File: src/rtl/rgb_led_sequencer_pkg.sv
// rtl/rgb_led_sequencer_pkg.sv - colour indices and sequencer state encodings
package rgb_led_sequencer_pkg;

  // Colour FSM one-hot bit positions, shared with the colour FSM and its benches
  localparam int stIDLE    = 0;
  localparam int stRED     = 1;
  localparam int stYELLOW  = 2;
  localparam int stGREEN   = 3;
  localparam int stCYAN    = 4;
  localparam int stBLUE    = 5;
  localparam int stMAGENTA = 6;
  localparam int stBLACK   = 7;

  localparam logic [7:0] SNAP_RST = 8'h01;

  typedef enum logic [2:0] {
    S_IDLE     = 3'd0,
    S_DWELL    = 3'd1,
    S_PULSE    = 3'd2,
    S_WAIT_ACK = 3'd3,
    S_ERROR    = 3'd4
  } seq_state_e;

  function automatic logic is_onehot8(input logic [7:0] v);
    return (v != 8'h00) && ((v & (v - 8'h01)) == 8'h00);
  endfunction

endpackage

File: src/rtl/led_dwell_counter.sv
// rtl/led_dwell_counter.sv - dwell down-counter, flags the last dwell clock
module led_dwell_counter #(
  parameter int CNT_W = 24
) (
  input  logic             clock,
  input  logic             reset,
  input  logic             load,
  input  logic [CNT_W-1:0] value,
  input  logic             enable,
  output logic             zero
);

  localparam logic [CNT_W-1:0] ONE = 1;

  logic [CNT_W-1:0] r_count;

  // Holds clocks remaining after the current one; values 0 and 1 both load 0
  always_ff @(posedge clock or negedge reset) begin
    if (!reset) begin
      r_count <= '0;
    end else if (load) begin
      r_count <= (value > ONE) ? (value - ONE) : '0;
    end else if (enable && (r_count != '0)) begin
      r_count <= r_count - ONE;
    end
  end

  assign zero = (r_count == '0);

endmodule

File: src/rtl/rgb_led_sequencer.sv
// rtl/rgb_led_sequencer.sv - dwell timer and next/ack handshake to the colour FSM
module rgb_led_sequencer #(
  parameter int          CNT_W     = 24,
  parameter int unsigned DWELL_RST = 16000000,
  parameter int          ACK_TO    = 4
) (
  input  logic             clock,
  input  logic             reset,
  input  logic             enable,
  input  logic             step,
  input  logic             clear,
  input  logic [CNT_W-1:0] dwell,
  input  logic             dwell_load,
  input  logic [7:0]       fsm_state,
  output logic             next,
  output logic             busy,
  output logic             cycle_done,
  output logic             error
);
  import rgb_led_sequencer_pkg::*;

  localparam logic [CNT_W-1:0] DWELL_RST_V = CNT_W'(DWELL_RST);
  localparam logic [7:0]       ACK_LAST    = 8'(ACK_TO - 1);

  seq_state_e       r_state;
  logic [CNT_W-1:0] r_dwell;
  logic [7:0]       r_snap;
  logic [7:0]       r_ack_cnt;
  logic             r_next;
  logic             r_busy;
  logic             r_cycle_done;
  logic             r_error;

  logic [CNT_W-1:0] w_load_value;
  logic             w_changed;
  logic             w_ack;
  logic             w_cnt_load;
  logic             w_cnt_en;
  logic             w_zero;

  // A load coinciding with a reload must take the freshly presented value
  assign w_load_value = dwell_load ? dwell : r_dwell;
  assign w_changed    = (fsm_state != r_snap);
  assign w_ack        = w_changed && is_onehot8(fsm_state);
  assign w_cnt_load   = enable && ((r_state == S_IDLE) ||
                                   ((r_state == S_WAIT_ACK) && w_ack));
  assign w_cnt_en     = (r_state == S_DWELL);

  led_dwell_counter #(.CNT_W(CNT_W)) u_cnt (
    .clock  (clock),
    .reset  (reset),
    .load   (w_cnt_load),
    .value  (w_load_value),
    .enable (w_cnt_en),
    .zero   (w_zero)
  );

  // Dwell register, writable in every state
  always_ff @(posedge clock or negedge reset) begin
    if (!reset) begin
      r_dwell <= DWELL_RST_V;
    end else if (dwell_load) begin
      r_dwell <= dwell;
    end
  end

  // Sequencer FSM with registered next/busy/cycle_done/error
  always_ff @(posedge clock or negedge reset) begin
    if (!reset) begin
      r_state      <= S_IDLE;
      r_snap       <= SNAP_RST;
      r_ack_cnt    <= '0;
      r_next       <= 1'b0;
      r_busy       <= 1'b0;
      r_cycle_done <= 1'b0;
      r_error      <= 1'b0;
    end else begin
      r_next       <= 1'b0;
      r_cycle_done <= 1'b0;
      case (r_state)
        S_IDLE: begin
          if (enable) begin
            r_state <= S_DWELL;
            r_busy  <= 1'b1;
          end else if (step) begin
            r_state <= S_PULSE;
            r_next  <= 1'b1;
            r_busy  <= 1'b1;
            r_snap  <= fsm_state;
          end
        end
        S_DWELL: begin
          if (!enable) begin
            r_state <= S_IDLE;
            r_busy  <= 1'b0;
          end else if (w_zero) begin
            r_state <= S_PULSE;
            r_next  <= 1'b1;
            r_snap  <= fsm_state;
          end
        end
        S_PULSE: begin
          r_state   <= S_WAIT_ACK;
          r_ack_cnt <= 8'd1;
        end
        S_WAIT_ACK: begin
          if (w_ack) begin
            r_cycle_done <= r_snap[stBLACK] && fsm_state[stIDLE];
            if (enable) begin
              r_state <= S_DWELL;
            end else begin
              r_state <= S_IDLE;
              r_busy  <= 1'b0;
            end
          end else if (w_changed || (r_ack_cnt == ACK_LAST)) begin
            r_state <= S_ERROR;
            r_busy  <= 1'b0;
            r_error <= 1'b1;
          end else begin
            r_ack_cnt <= r_ack_cnt + 8'd1;
          end
        end
        S_ERROR: begin
          if (clear) begin
            r_state <= S_IDLE;
            r_error <= 1'b0;
          end
        end
        default: begin
          r_state <= S_IDLE;
          r_busy  <= 1'b0;
        end
      endcase
    end
  end

  assign next       = r_next;
  assign busy       = r_busy;
  assign cycle_done = r_cycle_done;
  assign error      = r_error;

endmodule

File: config.mk
export PLATFORM = sky130hd
export DESIGN_NAME = rgb_led_sequencer
export DESIGN_NICKNAME = d
export VERILOG_FILES = /design/src/rtl/rgb_led_sequencer_pkg.sv /design/src/rtl/led_dwell_counter.sv /design/src/rtl/rgb_led_sequencer.sv
export SDC_FILE = /design/constraint.sdc
export NUM_CORES = 1
export LEC_CHECK = 0
export CAP_MARGIN = 20
export CELL_PAD_IN_SITES_DETAIL_PLACEMENT = 1
export CELL_PAD_IN_SITES_GLOBAL_PLACEMENT = 1
export CORE_MARGIN = 5
export CORE_UTILIZATION = 49
export DETAILED_ROUTE_END_ITERATION = 10
export PLACE_DENSITY_LB_ADDON = 0.05
export SETUP_SLACK_MARGIN = 0.02
export SLEW_MARGIN = 30
export SYNTH_ARGS = -nofsm -noshare
export SYNTH_HDL_FRONTEND = slang
export SYNTH_HIERARCHICAL = 1
export SYNTH_SLANG_ARGS = --single-unit
export TNS_END_PERCENT = 10
File: constraint.sdc
create_clock -name clock -period 7.6 [get_ports clock]
set_clock_uncertainty 0.15 [all_clocks]
set_input_delay 1.52 -clock clock [delete_from_list [all_inputs] [get_ports clock]]
set_output_delay 1.52 -clock clock [all_outputs]
set_load 0.05 [all_outputs]
==> results by group <==
GRT
  – Layer with the highest usage: met2
  – Maximum number of pins on one net before global-route repair: 72
  – Global routing usage on met3: 3.42%
  – Met1 global-route usage: 26.7%
  – GR met2 Demand/Resource: 35.4%
  – Global-route wire length before repair: 18.8 mm
  – Initial antenna violation count: 0
  – Number of global-route vias before repair: 3,753
  – Global-route congestion overflow total: 0
  – Global-route usage over all layers: 20.9%

Placement
  – Pre-CTS worst setup slack: 1.99 ns
  – Port Buf Inserts: 41
  – Post-detail-place hpwl: 7.78 mm
  – Gp weighted congestion: 0.801

Setup path
  – Worst-path cell with the longest stage delay: clkdlybuf4s50_1
  – Largest fanout of any net on the critical path: 18
  – Worst EP arrival: 5.26 ns
  – Crit path largest cell delay: 0.78 ns
  – Critical Setup Path Class: in -> reg
  – Kind of launch point of the worst setup path: input pin
  – Timing startpoint of the critical path: dwell_load
  – Worst r2r path cells: 9
  – Reg2Reg Launch Point: r_state[1]$_DFFE_PN0P_
  – Category of the worst setup path capture point: flip-flop
  – CP required: 7.64 ns
  – List of cells traversed by the critical path: clkdlybuf4s50_1 -> buf_4 -> mux2_2 -> or4_1 -> nor4_2 -> and2_1 -> nand2b_1 -> o221ai_1

Route
  – Number of nets with antenna violations after routing: 0
  – WL/cell: 19.4 um
  – Vias per inst: 6.31
  – Vias: 3,580
  – Total DRC errors in the routed layout: 0
  – Number of iterations in the first detailed-routing pass: 4
  – Drt total wl: 11.0 mm
  – Starting DRT DRC Count: 118

Timing
  – Final setup viols: 0
  – Post-Route Setup TNS: 0 ns
  – Worst setup slack after layout: 2.38 ns
  – Final count of pins violating max slew: 0
  – Fin Hold WS: 0.377 ns
  – Number of failing hold endpoints at the final stage: 0
  – Fmax achieved: 191 MHz
  – Final Critical Period: 5.22 ns
  – Worst relative slew slack: 42.7%
  – Part of the cycle the worst path needs: 68.7%
  – Worst-Margin Slew: 0.853 ns
  – Unrepaired setup endpoints after global routing: no

Finish
  – Commonest non-fill, non-tap cells in the layout: 63 x dfrtp_1, 40 x clkdlybuf4s50_1, 33 x mux2_2
  – Final net count: 497
  – Leading cell type in the layout, fill and taps excluded: dfrtp_1
  – Number of diodes added for antenna fixing: 0
  – Synthesis-to-layout area growth: 16.3%
  – Final core occ: 57.9%
  – Share of layout cells above drive strength 1: 17.9%

Synthesis
  – Post-Synthesis Mean Instance Area: 10.3 um^2
  – Netlist area before placement: 4300 um^2
  – Sequential share of the synthesized area: 41.6%
  – Number of warnings issued by yosys: 6
  – Ys flop type: dfrtp_1
  – Post-synthesis async set-or-reset flop share: 100%
  – Post-Synthesis Cells: 418
  – Count of flip-flops with a built-in enable after synthesis: 0
  – Net count after synthesis: 461
  – Flops & latches, synth: 71
  – Count of unique library cells instantiated by Yosys: 68

Hold path
  – HP Start: error$_DFFE_PN0P_
  – Class of the worst hold path: reg -> reg
  – Cells on Worst Hold Path: 1

Pwr
  – Final Total Pwr: 1.55 mW
  – Leakage power: 1.83 nW
  – Power density over the cells: 310 nW/um^2
  – Largest voltage drop on the vdd net: 110 uV

Die
  – Io pins: 42
  – Chip Height: 104 um
  – Overall die width: 104 um
  – Die ar.: 10,700 um^2
  – Floorplan core area: 8640 um^2
  – Number of rows in the core area: 34
  – Initial Utilization: 49.8%

Clock tree
  – TritonCTS sink count: 71
  – Number of buffers on the longest clock path: 2
  – Resized Gates After CTS: 0
  – Register clock-pin slew on the reported worst setup and hold paths: 0.07 ns
  – Post-cts hold buffer count: 0
  – H-Tree Depth: 3
  – Clock root buffer: clkbuf_8
  – Number of buffers created by CTS: 9
  – Clock tree from TritonCTS: done
  – Clock latency on the worst-skew pair: 0.34 ns
  – Post-CTS setup buffer count: 0

Run status
  – Status: completed

Job
  – Maximum Capacitance Violations: 0
## cell usage after synthesis (3+ instances only)
| cell | number | share of area [%] |
|---|---|---|
| dfstp_2 | 8 | 4.9 |
| nand2_1 | 15 | 1.3 |
| nand2b_1 | 4 | 0.58 |
| nand4b_1 | 3 | 0.61 |
| o21ai_0 | 9 | 1.0 |
| ha_1 | 5 | 1.5 |
| buf_2 | 6 | 0.70 |
| o311ai_1 | 3 | 0.61 |
| and3_1 | 4 | 0.58 |
| xor2_1 | 21 | 4.3 |
| o22ai_1 | 8 | 1.2 |
| or3_1 | 8 | 1.2 |
| or4_4 | 4 | 1.0 |
| nor3_1 | 16 | 1.9 |
| dfrtp_1 | 63 | 37 |
| xnor2_1 | 13 | 2.6 |
| a21oi_1 | 8 | 0.93 |
| inv_1 | 11 | 0.96 |
| nand3_1 | 14 | 1.6 |
| nand4_1 | 12 | 1.7 |
| nor4_1 | 12 | 1.7 |
| or4_1 | 16 | 2.8 |
| o221ai_1 | 4 | 0.81 |
| o311ai_0 | 5 | 1.0 |
| nor2_1 | 31 | 2.7 |
| o31ai_1 | 3 | 0.52 |
| o211ai_1 | 16 | 2.8 |
| mux2_2 | 33 | 8.6 |
| clkbuf_1 | 10 | 0.87 |
## kinds of logic after synthesis
| family | count (synthesis) | synth area share (%) |
|---|---|---|
| mux | 35 | 9.11 |
| xor+xnor | 34 | 6.93 |
| buf+inv | 34 | 3.61 |
| compound gates | 84 | 15.4 |
| simple gates | 155 | 21.9 |
| flops | 71 | 41.6 |
| fa+ha+maj | 5 | 1.46 |
## critical path: cells and delay by family
kind	cells	cell delay, ns
buf+inv	2	1.09
mux	1	0.41
compound gates	1	0.23
simple gates	4	2.01
## final timing paths
check,end,slack (ns)
max,u_cnt/r_count[21]$_DFFE_PN0P_,2.38
min,error$_DFFE_PN0P_,0.38
max reg2reg,u_cnt/r_count[3]$_DFFE_PN0P_,4.02
min reg2reg,error$_DFFE_PN0P_,0.38
max in group asynchronous,u_cnt/r_count[14]$_DFFE_PN0P_,5.71
min in group asynchronous,r_snap[6]$_DFFE_PN0P_,1.12
## routing by layer
metal | up-vias | share of wire [%] | wire [um]
li1 | 1685 | - | -
met1 | 1811 | 44 | 4870
met2 | 68 | 50 | 5540
met3 | 16 | 3.9 | 430
met4 | 0 | 1.7 | 187
met5 | - | 0 | 0
## state kept, by name, indices dropped and copies added (netlist names), 3 cells and up
signal,flops
r_snap,8
r_state,3
r_dwell,24
r_ack_cnt,8
u_cnt/r_count,24
## metrics by stage
| step | std cells | instance area [um^2] |
|---|---|---|
| after floorplan | 418 | 4300 |
| after global placement | 551 | 4780 |
| after detailed placement | 551 | 4780 |
| after CTS | 567 | 5000 |
| after global routing | 567 | 5000 |
| final | 567 | 5000 |
## power by group
part	switching (mW)	internal (mW)	total, mW
Clock	0.147	0.184	0.330
Sequential	0.112	0.494	0.606
Combinational	0.359	0.253	0.612
Total	0.618	0.931	1.55
## final cells by class
cell class / instances / area (um^2)
multi-input combinational: 313 / 2370
tap: 108 / 135
sequential: 71 / 1790
fill: 964 / 3630
timing repair buffer: 46 / 447
inverter: 13 / 48.8
clock inverter: 6 / 85.1
clock buffer: 10 / 128
Note: power is estimated with default switching activity, not from simulation.
